[config.mk]
export PLATFORM = sky130hd
export DESIGN_NAME = branch_predictor_flat
export DESIGN_NICKNAME = d
export VERILOG_FILES = /design/src/rtl/branch_predictor_if.sv /design/src/rtl/branch_predictor.sv /design/src/flat_wrapper.sv
export SDC_FILE = /design/constraint.sdc
export NUM_CORES = 1
export LEC_CHECK = 0
export CORE_ASPECT_RATIO = 1.25
export CORE_MARGIN = 5
export CORE_UTILIZATION = 45
export CTS_CLUSTER_DIAMETER = 120
export CTS_CLUSTER_SIZE = 16
export DETAILED_ROUTE_END_ITERATION = 6
export PLACE_DENSITY = 0.81
export SLEW_MARGIN = 20
export SYNTH_ARGS = -nofsm -noshare
export SYNTH_HDL_FRONTEND = slang
export SYNTH_SLANG_ARGS = --single-unit
[constraint.sdc]
create_clock -name clk -period 2.9 [get_ports clk]
set_input_delay 0.58 -clock clk [delete_from_list [all_inputs] [get_ports clk]]
set_output_delay 0.58 -clock clk [all_outputs]
set_load 0.005 [all_outputs]
[src/rtl/branch_predictor_if.sv]
// Fetch/resolve signal bundle for the 2-bit branch predictor.
// Statistics signals exist only when BP_STATS_EN is defined.
interface branch_predictor_if;
    logic [31:0] pc_if;
    logic        predict_taken;
    logic        update;
    logic [31:0] update_pc;
    logic        actual_taken;
    logic        predicted_taken_ex;
    logic        mispredict;
`ifdef BP_STATS_EN
    logic [15:0] branch_count;
    logic [15:0] mispredict_count;
`endif

    modport master (
        output pc_if, update, update_pc, actual_taken, predicted_taken_ex,
        input  predict_taken, mispredict
`ifdef BP_STATS_EN
        , input branch_count, mispredict_count
`endif
    );

    modport slave (
        input  pc_if, update, update_pc, actual_taken, predicted_taken_ex,
        output predict_taken, mispredict
`ifdef BP_STATS_EN
        , output branch_count, mispredict_count
`endif
    );
endinterface

[src/rtl/branch_predictor.sv]
// Untagged table of 2-bit saturating counters indexed by PC[INDEX_BITS+1:2].
// Optional statistics counters are enabled with macro BP_STATS_EN.
module branch_predictor #(
    parameter int INDEX_BITS = 4
) (
    input  logic               clk,
    input  logic               rst_n,
    branch_predictor_if.slave  bp
);
    localparam int NUM_ENTRIES = 1 << INDEX_BITS;

    logic [1:0]            r_table [NUM_ENTRIES];
    logic                  r_mispredict;
    logic [INDEX_BITS-1:0] w_lookup_idx;
    logic [INDEX_BITS-1:0] w_update_idx;
    logic                  w_mispredict_next;
    logic                  w_unused;

    assign w_lookup_idx      = bp.pc_if[INDEX_BITS+1:2];
    assign w_update_idx      = bp.update_pc[INDEX_BITS+1:2];
    assign w_mispredict_next = bp.update && (bp.predicted_taken_ex != bp.actual_taken);
    assign w_unused          = ^{bp.pc_if[31:INDEX_BITS+2], bp.pc_if[1:0],
                                 bp.update_pc[31:INDEX_BITS+2], bp.update_pc[1:0]};

    // Reads the pre-edge table value; a same-cycle update is not bypassed.
    assign bp.predict_taken = r_table[w_lookup_idx][1];
    assign bp.mispredict    = r_mispredict;

    always_ff @(posedge clk or negedge rst_n) begin
        if (!rst_n) begin
            for (int i = 0; i < NUM_ENTRIES; i++) begin
                r_table[i] <= 2'b01;
            end
            r_mispredict <= 1'b0;
        end else begin
            r_mispredict <= w_mispredict_next;
            if (bp.update) begin
                if (bp.actual_taken && (r_table[w_update_idx] != 2'b11)) begin
                    r_table[w_update_idx] <= r_table[w_update_idx] + 2'b01;
                end else if (!bp.actual_taken && (r_table[w_update_idx] != 2'b00)) begin
                    r_table[w_update_idx] <= r_table[w_update_idx] - 2'b01;
                end
            end
        end
    end

`ifdef BP_STATS_EN
    logic [15:0] r_branch_count;
    logic [15:0] r_mispredict_count;

    // Both counters wrap naturally at 16 bits.
    always_ff @(posedge clk or negedge rst_n) begin
        if (!rst_n) begin
            r_branch_count     <= 16'h0000;
            r_mispredict_count <= 16'h0000;
        end else begin
            if (bp.update) begin
                r_branch_count <= r_branch_count + 16'h0001;
            end
            if (w_mispredict_next) begin
                r_mispredict_count <= r_mispredict_count + 16'h0001;
            end
        end
    end

    assign bp.branch_count     = r_branch_count;
    assign bp.mispredict_count = r_mispredict_count;
`endif
endmodule

[src/flat_wrapper.sv]
// flat-port wrapper written by rule: the top's interface ports become plain ports
module branch_predictor_flat 
#(
    parameter int INDEX_BITS = 4
)
  (clk, rst_n, bp_pc_if, bp_update, bp_update_pc, bp_actual_taken, bp_predicted_taken_ex, bp_predict_taken, bp_mispredict);
  branch_predictor_if bp_i ();
  input  logic clk;
  input  logic rst_n;
  input wire logic [$bits(bp_i.pc_if)-1:0] bp_pc_if;
  input wire logic [$bits(bp_i.update)-1:0] bp_update;
  input wire logic [$bits(bp_i.update_pc)-1:0] bp_update_pc;
  input wire logic [$bits(bp_i.actual_taken)-1:0] bp_actual_taken;
  input wire logic [$bits(bp_i.predicted_taken_ex)-1:0] bp_predicted_taken_ex;
  output wire logic [$bits(bp_i.predict_taken)-1:0] bp_predict_taken;
  output wire logic [$bits(bp_i.mispredict)-1:0] bp_mispredict;
  assign bp_i.pc_if = bp_pc_if;
  assign bp_i.update = bp_update;
  assign bp_i.update_pc = bp_update_pc;
  assign bp_i.actual_taken = bp_actual_taken;
  assign bp_i.predicted_taken_ex = bp_predicted_taken_ex;
  assign bp_predict_taken = bp_i.predict_taken;
  assign bp_mispredict = bp_i.mispredict;
  branch_predictor #(.INDEX_BITS(INDEX_BITS)) u_core (.clk(clk), .rst_n(rst_n), .bp(bp_i));
endmodule
==> results.yml, run 1 <==
run_status:
  status: "finished, final reports clean"
sta:
  maxClockFrequency_mhz: 355.2
  hold_viol_final: 0
  period_minus_slack_ps: 2816
  layout_worst_path_cycle_share_pct: 97.09
  fin_worst_skew_ps: 8.032
  setup_viol: 0
  slew-limit-headroom_pct: 71.93
  fin_ws_ps: 84.39
  hold_ws_ps: 534.0
  tightest_slew_ps: 421.0
  slew_viol_final: 0
  rsz0062_at_grt: "false"
final_layout:
  drive_gt1_share_pct: 61.41
  final_util_pct: 58.30
  syn_to_final_growth_pct: 25.58
  final_cells: 242
  nets: 254
  nFillCells: 331
  layout_common_cells: "mux2_2 (34), dfrtp_1 (17), dfstp_2 (16), buf_4 (16)"
  antenna_cells: 0
  layout_commonest_cell: "mux2_2"
die:
  die_x_microns: 70.44
  die_area_sq_um: 6025
  coreArea_sq_um: 4425
  top_level_ports: 71
  die_h_microns: 85.55
  initial_core_util_pct: 46.42
  num_rows: 27
pwr:
  power_mw: 2.208
  p_sw_share_pct: 33.14
  leakagePower_nw: 1.042
  seqPwrFrac_pct: 42.6
  peakVddDrop_uv: 297.8
  clkPwrFrac_pct: 14.8
  p_sw_uw: 731.7
  p_int_mw: 1.476
  powerDensity_nw_per_um2: 855.8
  pwr-share-comb_pct: 42.6
setup_path:
  reg2reg_slack_ps: 400
  critPathMaxStageDelay_ps: 400
  cp_common_cell: "mux2_4"
  cp.arrival_ps: 2990
  cp_max_fo: 10
  cpMaxStageDelayCell: "clkdlybuf4s50_1"
  critical_path_class: "primary input to register"
  critPathRequiredTime_ps: 3070
  worstSetupStartpointType: "primary input"
  startpoint: "bp_update_pc[4]"
  path_cells: "clkdlybuf4s50_1 > buf_4 > nor2_1 > nand2_1 > and4_1 > ha_1 > mux2_4 > nor4_4 > mux2_4"
  end_kind: "register"
clock_network:
  cts_root_buf: "clkbuf_8"
  clkLatencyLatePin_ps: 290
  cts.sinks: 33
  clk_pin_slew_ps: 60
  cts_tree: "yes"
  clockBufferDepth: 2
  numCtsBuffers: 5
  htree_levels: 2
  hold_buffers: 0
placed_design:
  dp_hpwl_microns: 3287
  pre_cts_slack_ps: -576.7
  gp_congestion: 0.8816
  portBuffers: 14
  dpl.cell_count: 226
synthesis:
  synthAdderAreaFrac_pct: 1.218
  syn_nets: 217
  synth_simple_gate_area_share_pct: 14.49
  avgSynthCellArea_sq_um: 14.07
  synth_cell_types: 26
  synth_compound_area_share_pct: 0
  synth-xor-area-share_pct: 0.8526
  postSynthCellCount: 146
  synth_top_family_by_area: "multiplexers"
  synth_mux_area_share_pct: 39.46
  synth_edf_count: 0
  ys_ff_latch: 33
  synth-async-reset-ratio_pct: 100.0
  synthFlopType: "dfrtp_1"
  syn_area_sq_um: 2054
  yosys_warnings: 0
  yosysSeqAreaShare_pct: 41.17
routing:
  wire_per_inst_microns: 19.85
  drtPass1Iterations: 4
  drt_iter0_markers: 137
  final_antenna_net_count: 0
  finalWirelength_microns: 4804
  viasPerCell: 5.921
  drc: 0
  vias: 1433
global_route:
  first_global_vias: 1535
  grt_max_degree: 34
  antenna_found_initial: 0
  grt_usage_pct: 16.22
  grt.overflow.total: 0
  grt_first_pass_wirelength_microns: 7521
flow_run:
  maxCapViolations: 0
hold_path:
  min_from: "u_core.r_table[31]$_DFFE_PN0P_"
  min_path_type: "register to register"
==> worst paths after layout <==
kind,end,depth (start not counted)
worst min register to register,u_core.r_table[31]$_DFFE_PN0P_,1
worst max-delay path,u_core.r_table[29]$_DFFE_PN0P_,9
max in group asynchronous,asynchronous set/reset pin,2
min in group asynchronous,u_core.r_table[21]$_DFFE_PN0P_,2
worst max register to register,u_core.r_table[29]$_DFFE_PN0P_,7
worst min-delay path,u_core.r_table[31]$_DFFE_PN0P_,1
==> cell type report <==
cell class | instances | area, sq um | share of cell area [%]
sequential | 33 | 845.8 | 32.78
multi-input combinational | 106 | 1210 | 46.90
timing repair buffer | 37 | 371.6 | 14.40
tap | 58 | 72.57 | 2.813
clock buffer | 8 | 80.08 | 3.104
==> Yosys cell counts (3+ instances only) <==
master   count  share of area [%]
buf_2        4               0.97
dfstp_2     16                 20
nor2b_1      3               0.91
nor3_2       9                4.4
mux2i_1     12                5.8
dfrtp_1     17                 21
mux4_2      12                 13
nand3_1      6                1.5
nand4_1      3               0.91
buf_6        3                1.6
nand2_1      7                1.3
mux2_2      35                 19
==> timing repair <==
item	4_1_cts	5_1_grt
cloned	1	1
pin swaps	1	3
setup buffers	3	3
gates resized for setup	9	11
endpoints found under the setup margin	27	9
==> metrics by stage <==
stage / setup TNS (ps) / cell area (sq um)
after floorplan: 0 / 2054
after global placement: -11130 / 2355
after detailed placement: -13060 / 2355
after CTS: 0 / 2495
after global routing: 0 / 2580
final: 0 / 2580
==> kinds of logic after synthesis <==
| group | Yosys count |
|---|---|
| mux | 61 |
| simple gates | 40 |
| flops | 33 |
| buf+inv | 8 |
| xor+xnor | 2 |
| fa+ha+maj | 2 |
==> worst max-delay path: cells and delay by family <==
kind | cells | cell delay (ps)
fa+ha+maj | 1 | 230
mux | 2 | 690
simple gates | 4 | 910
buf+inv | 2 | 570
==> power by group through the flow <==
stage / Combinational, mW / Sequential [mW] / Clock [mW]
after detailed placement: 0.881 / 0.943 / 0
after floorplan: 0.649 / 0.875 / 0
final: 0.940 / 0.940 / 0.328
after global routing: 1.00 / 0.975 / 0.355
after global placement: 0.827 / 0.903 / 0
after CTS: 0.908 / 0.934 / 0.337
==> metal layers <==
layer	up-vias	wire length (microns)	global-route usage, %
li1	637	-	-
met2	50	2606	28.02
met5	-	0	0
met4	0	133	9.059
met1	733	1788	17.40
met3	13	274	5.158
(Power assumes the default switching activity.)
==> run 2, diff against run 1 <==
--- a/config.mk
+++ b/config.mk
@@ -12,7 +12,7 @@
 export CTS_CLUSTER_SIZE = 16
 export DETAILED_ROUTE_END_ITERATION = 6
 export PLACE_DENSITY = 0.81
-export SLEW_MARGIN = 20
+export SKIP_LAST_GASP = 1
 export SYNTH_ARGS = -nofsm -noshare
 export SYNTH_HDL_FRONTEND = slang
 export SYNTH_SLANG_ARGS = --single-unit
==> results of run 2 <==
No change in the layout: final DEF, timing and power equal those of run 1.
==> run 3, diff against run 2 <==
--- a/config.mk
+++ b/config.mk
@@ -7,11 +7,11 @@
 export LEC_CHECK = 0
 export CORE_ASPECT_RATIO = 1.25
 export CORE_MARGIN = 5
-export CORE_UTILIZATION = 45
+export CORE_UTILIZATION = 49
 export CTS_CLUSTER_DIAMETER = 120
 export CTS_CLUSTER_SIZE = 16
 export DETAILED_ROUTE_END_ITERATION = 6
-export PLACE_DENSITY = 0.81
+export PLACE_DENSITY = 0.87
 export SKIP_LAST_GASP = 1
 export SYNTH_ARGS = -nofsm -noshare
 export SYNTH_HDL_FRONTEND = slang
==> constraint.sdc (replaced) <==
create_clock -name clk -period 3.3 [get_ports clk]
set_input_delay 0.66 -clock clk [delete_from_list [all_inputs] [get_ports clk]]
set_output_delay 0.66 -clock clk [all_outputs]
set_load 0.005 [all_outputs]
==> run 3 against run 2 <==
Against the previous run: die area fell by 7.1%; utilization rose by 2.4 points; non-clock buffer count fell by 12; sequential power fell by 12%; global-route usage rose by 2.3 points; critical path type is now primary input to primary output; largest cell class unchanged; largest power group unchanged; highest routed layer unchanged.
==> results.yml, run 3 (same netlist as run 1, synthesis figures left out) <==
global_route:
  grt_usage_pct: 18.50
  grt.overflow.total: 0
  grt_max_degree: 34
  first_global_vias: 1552
  antenna_found_initial: 0
  grt_first_pass_wirelength_microns: 7431
die:
  coreArea_sq_um: 4066
  initial_core_util_pct: 50.52
  die_x_microns: 67.92
  top_level_ports: 71
  num_rows: 26
  die_h_microns: 82.40
  die_area_sq_um: 5596
setup_path:
  end_kind: "primary output"
  reg2reg_slack_ps: 710
  r2r_cells: 7
  critPathRequiredTime_ps: 2640
  worstSetupStartpointType: "primary input"
  critical_path_class: "primary input to primary output"
  startpoint: "bp_pc_if[2]"
  cp_max_fo: 4
  cp.arrival_ps: 2550
placed_design:
  dpl.cell_count: 218
  portBuffers: 14
  dpl_cell_area_sq_um: 2320
  gp_congestion: 0.8751
  dp_hpwl_microns: 3410
run_status:
  status: "finished, final reports clean"
final_layout:
  syn_to_final_growth_pct: 20.10
  layout_common_cells: "mux2_2 (36), dfrtp_1 (17), dfstp_2 (16), clkdlybuf4s50_1 (13), mux4_2 (12)"
  layout_commonest_cell: "mux2_2"
  antenna_cells: 0
  nets: 242
  register_area_sq_um: 845.8
  multi_input_comb_area_sq_um: 1191
  nFillCells: 297
  final_cells: 228
  drive_gt1_share_pct: 55.81
  final_cell_area_sq_um: 2467
sta:
  fin_worst_skew_ps: 7.165
  tightest_slew_ps: 659.9
  finalSetupTns_ps: 0
  slew_viol_final: 0
  maxClockFrequency_mhz: 311.2
  period_minus_slack_ps: 3213
  layout_worst_path_cycle_share_pct: 97.36
  hold_ws_ps: 531.9
  setup_viol: 0
  slew-limit-headroom_pct: 55.79
  hold_viol_final: 0
  rsz0062_at_grt: "false"
routing:
  final_antenna_net_count: 0
  drc: 0
  vias: 1395
  drt_iter0_markers: 93
  finalWirelength_microns: 4704
  wire_per_inst_microns: 20.63
  drtPass1Iterations: 4
  viasPerCell: 6.118
pwr:
  powerDensity_nw_per_um2: 768.1
  leakagePower_nw: 0.9635
  peakVddDrop_uv: 338.9
clock_network:
  clockBufferDepth: 2
  clk_pin_slew_ps: 60
  clkLatencyLatePin_ps: 290
  numCtsBuffers: 5
  hold_buffers: 0
  cts_tree: "yes"
  cts_root_buf: "clkbuf_8"
  htree_levels: 2
  cts.sinks: 33
hold_path:
  min_path_type: "register to register"
  min_path_cells: 1
  min_from: "u_core.r_table[19]$_DFFE_PN0P_"
flow_run:
  maxCapViolations: 0
==> run 3: cell type report <==
type	instances	share of cell area, %
Sequential cell	33	34.28
Tap cell	56	2.840
Multi-Input combinational cell	106	48.28
Clock buffer	8	3.245
Timing Repair Buffer	25	11.36
==> run 3: worst max-delay path, stage by stage <==
cell and delay, ps:
clkdlybuf4s50_1 500, buf_12 130, mux4_2 520, mux2i_2 180, mux2i_1 90, clkdlybuf4s50_1 460
==> run 3: repair_timing <==
action                     in CTS  in global routing
cloned                          0                  2
pin swaps                       0                  1
setup buffers                   0                  0
setup endpoints to repair      16                  8
gates resized for setup         3                  2
==> run 3: metrics by stage <==
step	util (%)	total power, mW	setup WS, ps
2_1_floorplan	-	1.339	389.4
3_3_place_gp	57.05	1.466	-247.0
3_5_place_dp	57.05	1.562	-393.9
4_1_cts	59.63	1.871	49.12
5_1_grt	60.68	2.000	1.571
6_report	60.68	1.895	87.14
==> run 3: final timing paths <==
path,endpoint
worst max-delay path,bp_predict_taken
worst min-delay path,u_core.r_table[19]$_DFFE_PN0P_
worst max register to register,u_core.r_table[25]$_DFFE_PN0P_
worst min register to register,u_core.r_table[19]$_DFFE_PN0P_
max in group asynchronous,asynchronous set/reset pin
min in group asynchronous,u_core.r_table[9]$_DFFE_PN0P_
==> run 3: metal layers <==
layer,vias up,wire (microns),track usage [%]
li1,610,-,-
met1,714,1688,19.42
met2,54,2616,34.08
met3,17,248,3.924
met4,0,151,9.543
met5,-,0,0
==> run 3: power breakdown <==
| group | total [mW] | switching [mW] | leakage [nW] | internal (mW) |
|---|---|---|---|---|
| Clock | 0.289 | 0.139 | 0.0395 | 0.150 |
| Sequential | 0.828 | 0.153 | 0.381 | 0.675 |
| Combinational | 0.778 | 0.346 | 0.543 | 0.431 |
==> edit: new RTL, flow settings as in run 2 <==
Put a register stage on the output `bp.predict_taken`. The value now appears one clock later.
--- a/src/rtl/branch_predictor.sv
+++ b/src/rtl/branch_predictor.sv
@@ -24,5 +24,7 @@
 
     // Reads the pre-edge table value; a same-cycle update is not bypassed.
-    assign bp.predict_taken = r_table[w_lookup_idx][1];
+    always_ff @(posedge clk) begin
+        bp.predict_taken <= r_table[w_lookup_idx][1];
+    end
     assign bp.mispredict    = r_mispredict;
 
Behaviour: not the same (a bounded check fails within 4 cycles, from zero or initial values and one cycle with rst_n low).
==> edit against run 2 <==
- the run now ends with negative setup slack left
- hold slack worse by 0.0064 ns
- via count is 1.9% higher
- sequential share of layout area is 0.61 points higher
- worst setup slack worse by 0.11 ns
- final area is 0.49% higher
- sequential cell count is 1 higher
- register-to-register slack worse by 0.06 ns
- global-route usage is 0.35 points higher
- power is 2.8% higher
- core utilization is 0.28 points higher
- synthesized area is 0.97% higher
- synthesized cell count is 0.68% higher
- cell count is 0.41% higher
- wire length is 3.1% higher
- highest routed layer unchanged
==> edit: results (changes against run 2) <==
- # resized after CTS: 8 (-1)
- Routed wl met3: 286 µm (+4.4%)
- Vias per cell: 6.01 (+1.5%)
- Post-synth ARST share: 97.1% (-2.9 points)
- Final worst setup slack: -0.0249 ns (-0.109 ns)
- Cell Count, Final, Fillers Out: 243 (+0.41%)
- Leakage power: 1.03 nW (-1.3%)
- Slew @ Worst Pin: 0.416 ns (-0.00487 ns)
- Fillers: 338 (+2.1%)
- Switching pwr: 0.000754 W (+3.0%)
- Vias in the first global route: 1547 (+0.78%)
- WL met2: 2530 µm (-3.1%)
- Area after DPL: 0.00235 mm² (-0.11%)
- Setup-failing EPs final: 3 (+3)
- Critical Path Max Stage Delay: 0.51 ns (+0.11 ns)
- Setup bufs post-CTS: 4 (+1)
- Clock Skew: 0.0103 ns (+0.00224 ns)
- Clock Power Share: 15.8% (+1.0 points)
- Area share of the largest cell type after synthesis: 20.5% (-0.20 points)
- All-layer global routing usage: 16.6% (+0.35 points)
- Register area share after synthesis: 41.7% (+0.57 points)
- Status: finished, violations left
- Mapped Avg Cell Area: 14.1 µm² (+0.29%)
- Share of cells above drive strength 1: 61.1% (-0.33 points)
- VDD IR max: 245 µV (-18%)
- M1 WL: 1870 µm (+4.4%)
- Syn nets: 218 (+0.46%)
- Fin nets: 255 (+0.39%)
- Synth area leaders: dfrtp_1 21%, dfstp_2 20%, mux2_2 19%
- Failing checks: negative setup slack
- GP Congestion: 0.892 (+1.2%)
- First-pass GRT wire length: 7690 µm (+2.2%)
[edit: cell families (layout without fill, tap and decap cells)]
kind of cell | after synthesis | after routing | synth area share (%)
buffers and inverters | 8 | 45 | 2.77
adders and majority gates | 2 | 2 | 1.21
xor gates and xnor gates | 2 | 2 | 0.845
DFF | 34 | 34 | 41.7
muxes | 61 | 62 | 39.1
and+or+nand+nor | 40 | 40 | 14.4
[edit: final timing paths]
check	startpoint	endpoint	cells past startpoint	slack, ns
min in group asynchronous	rst_n	u_core.r_table[23]	2	0.69
worst max register to register	u_core.r_table[1]	flop	7	0.34
max in group asynchronous	rst_n	async pin	2	1.87
worst max-delay path	bp_update_pc[3]	flop	9	-0.02
worst min-delay path	u_core.r_table[23]	u_core.r_table[23]	1	0.53
worst min register to register	u_core.r_table[23]	u_core.r_table[23]	1	0.53
[edit: metrics by stage]
stage	hold WS, ns	power, W	TNS [ns]	setup slack, ns	utilization, %
floorplan	0.284	0.00155	0	0.0694	-
global placement	0.501	0.00174	-11.69	-0.511	53.2
detailed placement	0.514	0.00184	-13.58	-0.585	53.2
CTS	0.531	0.00224	0	0.00941	57.1
global route	0.551	0.00239	-1.55	-0.138	58.6
finish	0.528	0.00227	-0.0597	-0.0249	58.6
[edit: worst register-to-register path: stages, from the launching register on]
cell and delay (ns):
dfrtp_1 0.40, mux4_2 0.50, nand3_1 0.15, nand4_1 0.13, ha_2 0.23, mux2_4 0.34
nor4_4 0.36, mux2_2 0.38
[edit: layout make-up]
cell class                 count  share of cell area (%)
multi-input combinational    106                    46.6
tap                           58                    2.80
clock buffer                   7                    3.33
sequential                    34                    33.4
clock inverter                 1                   0.193
timing repair buffer          37                    13.7
[edit: layer usage]
layer	GRT usage, %	vias up
met5	0	-
met4	10.8	0
met3	3.63	19
met2	29.2	65
met1	17.6	740
li1	-	636
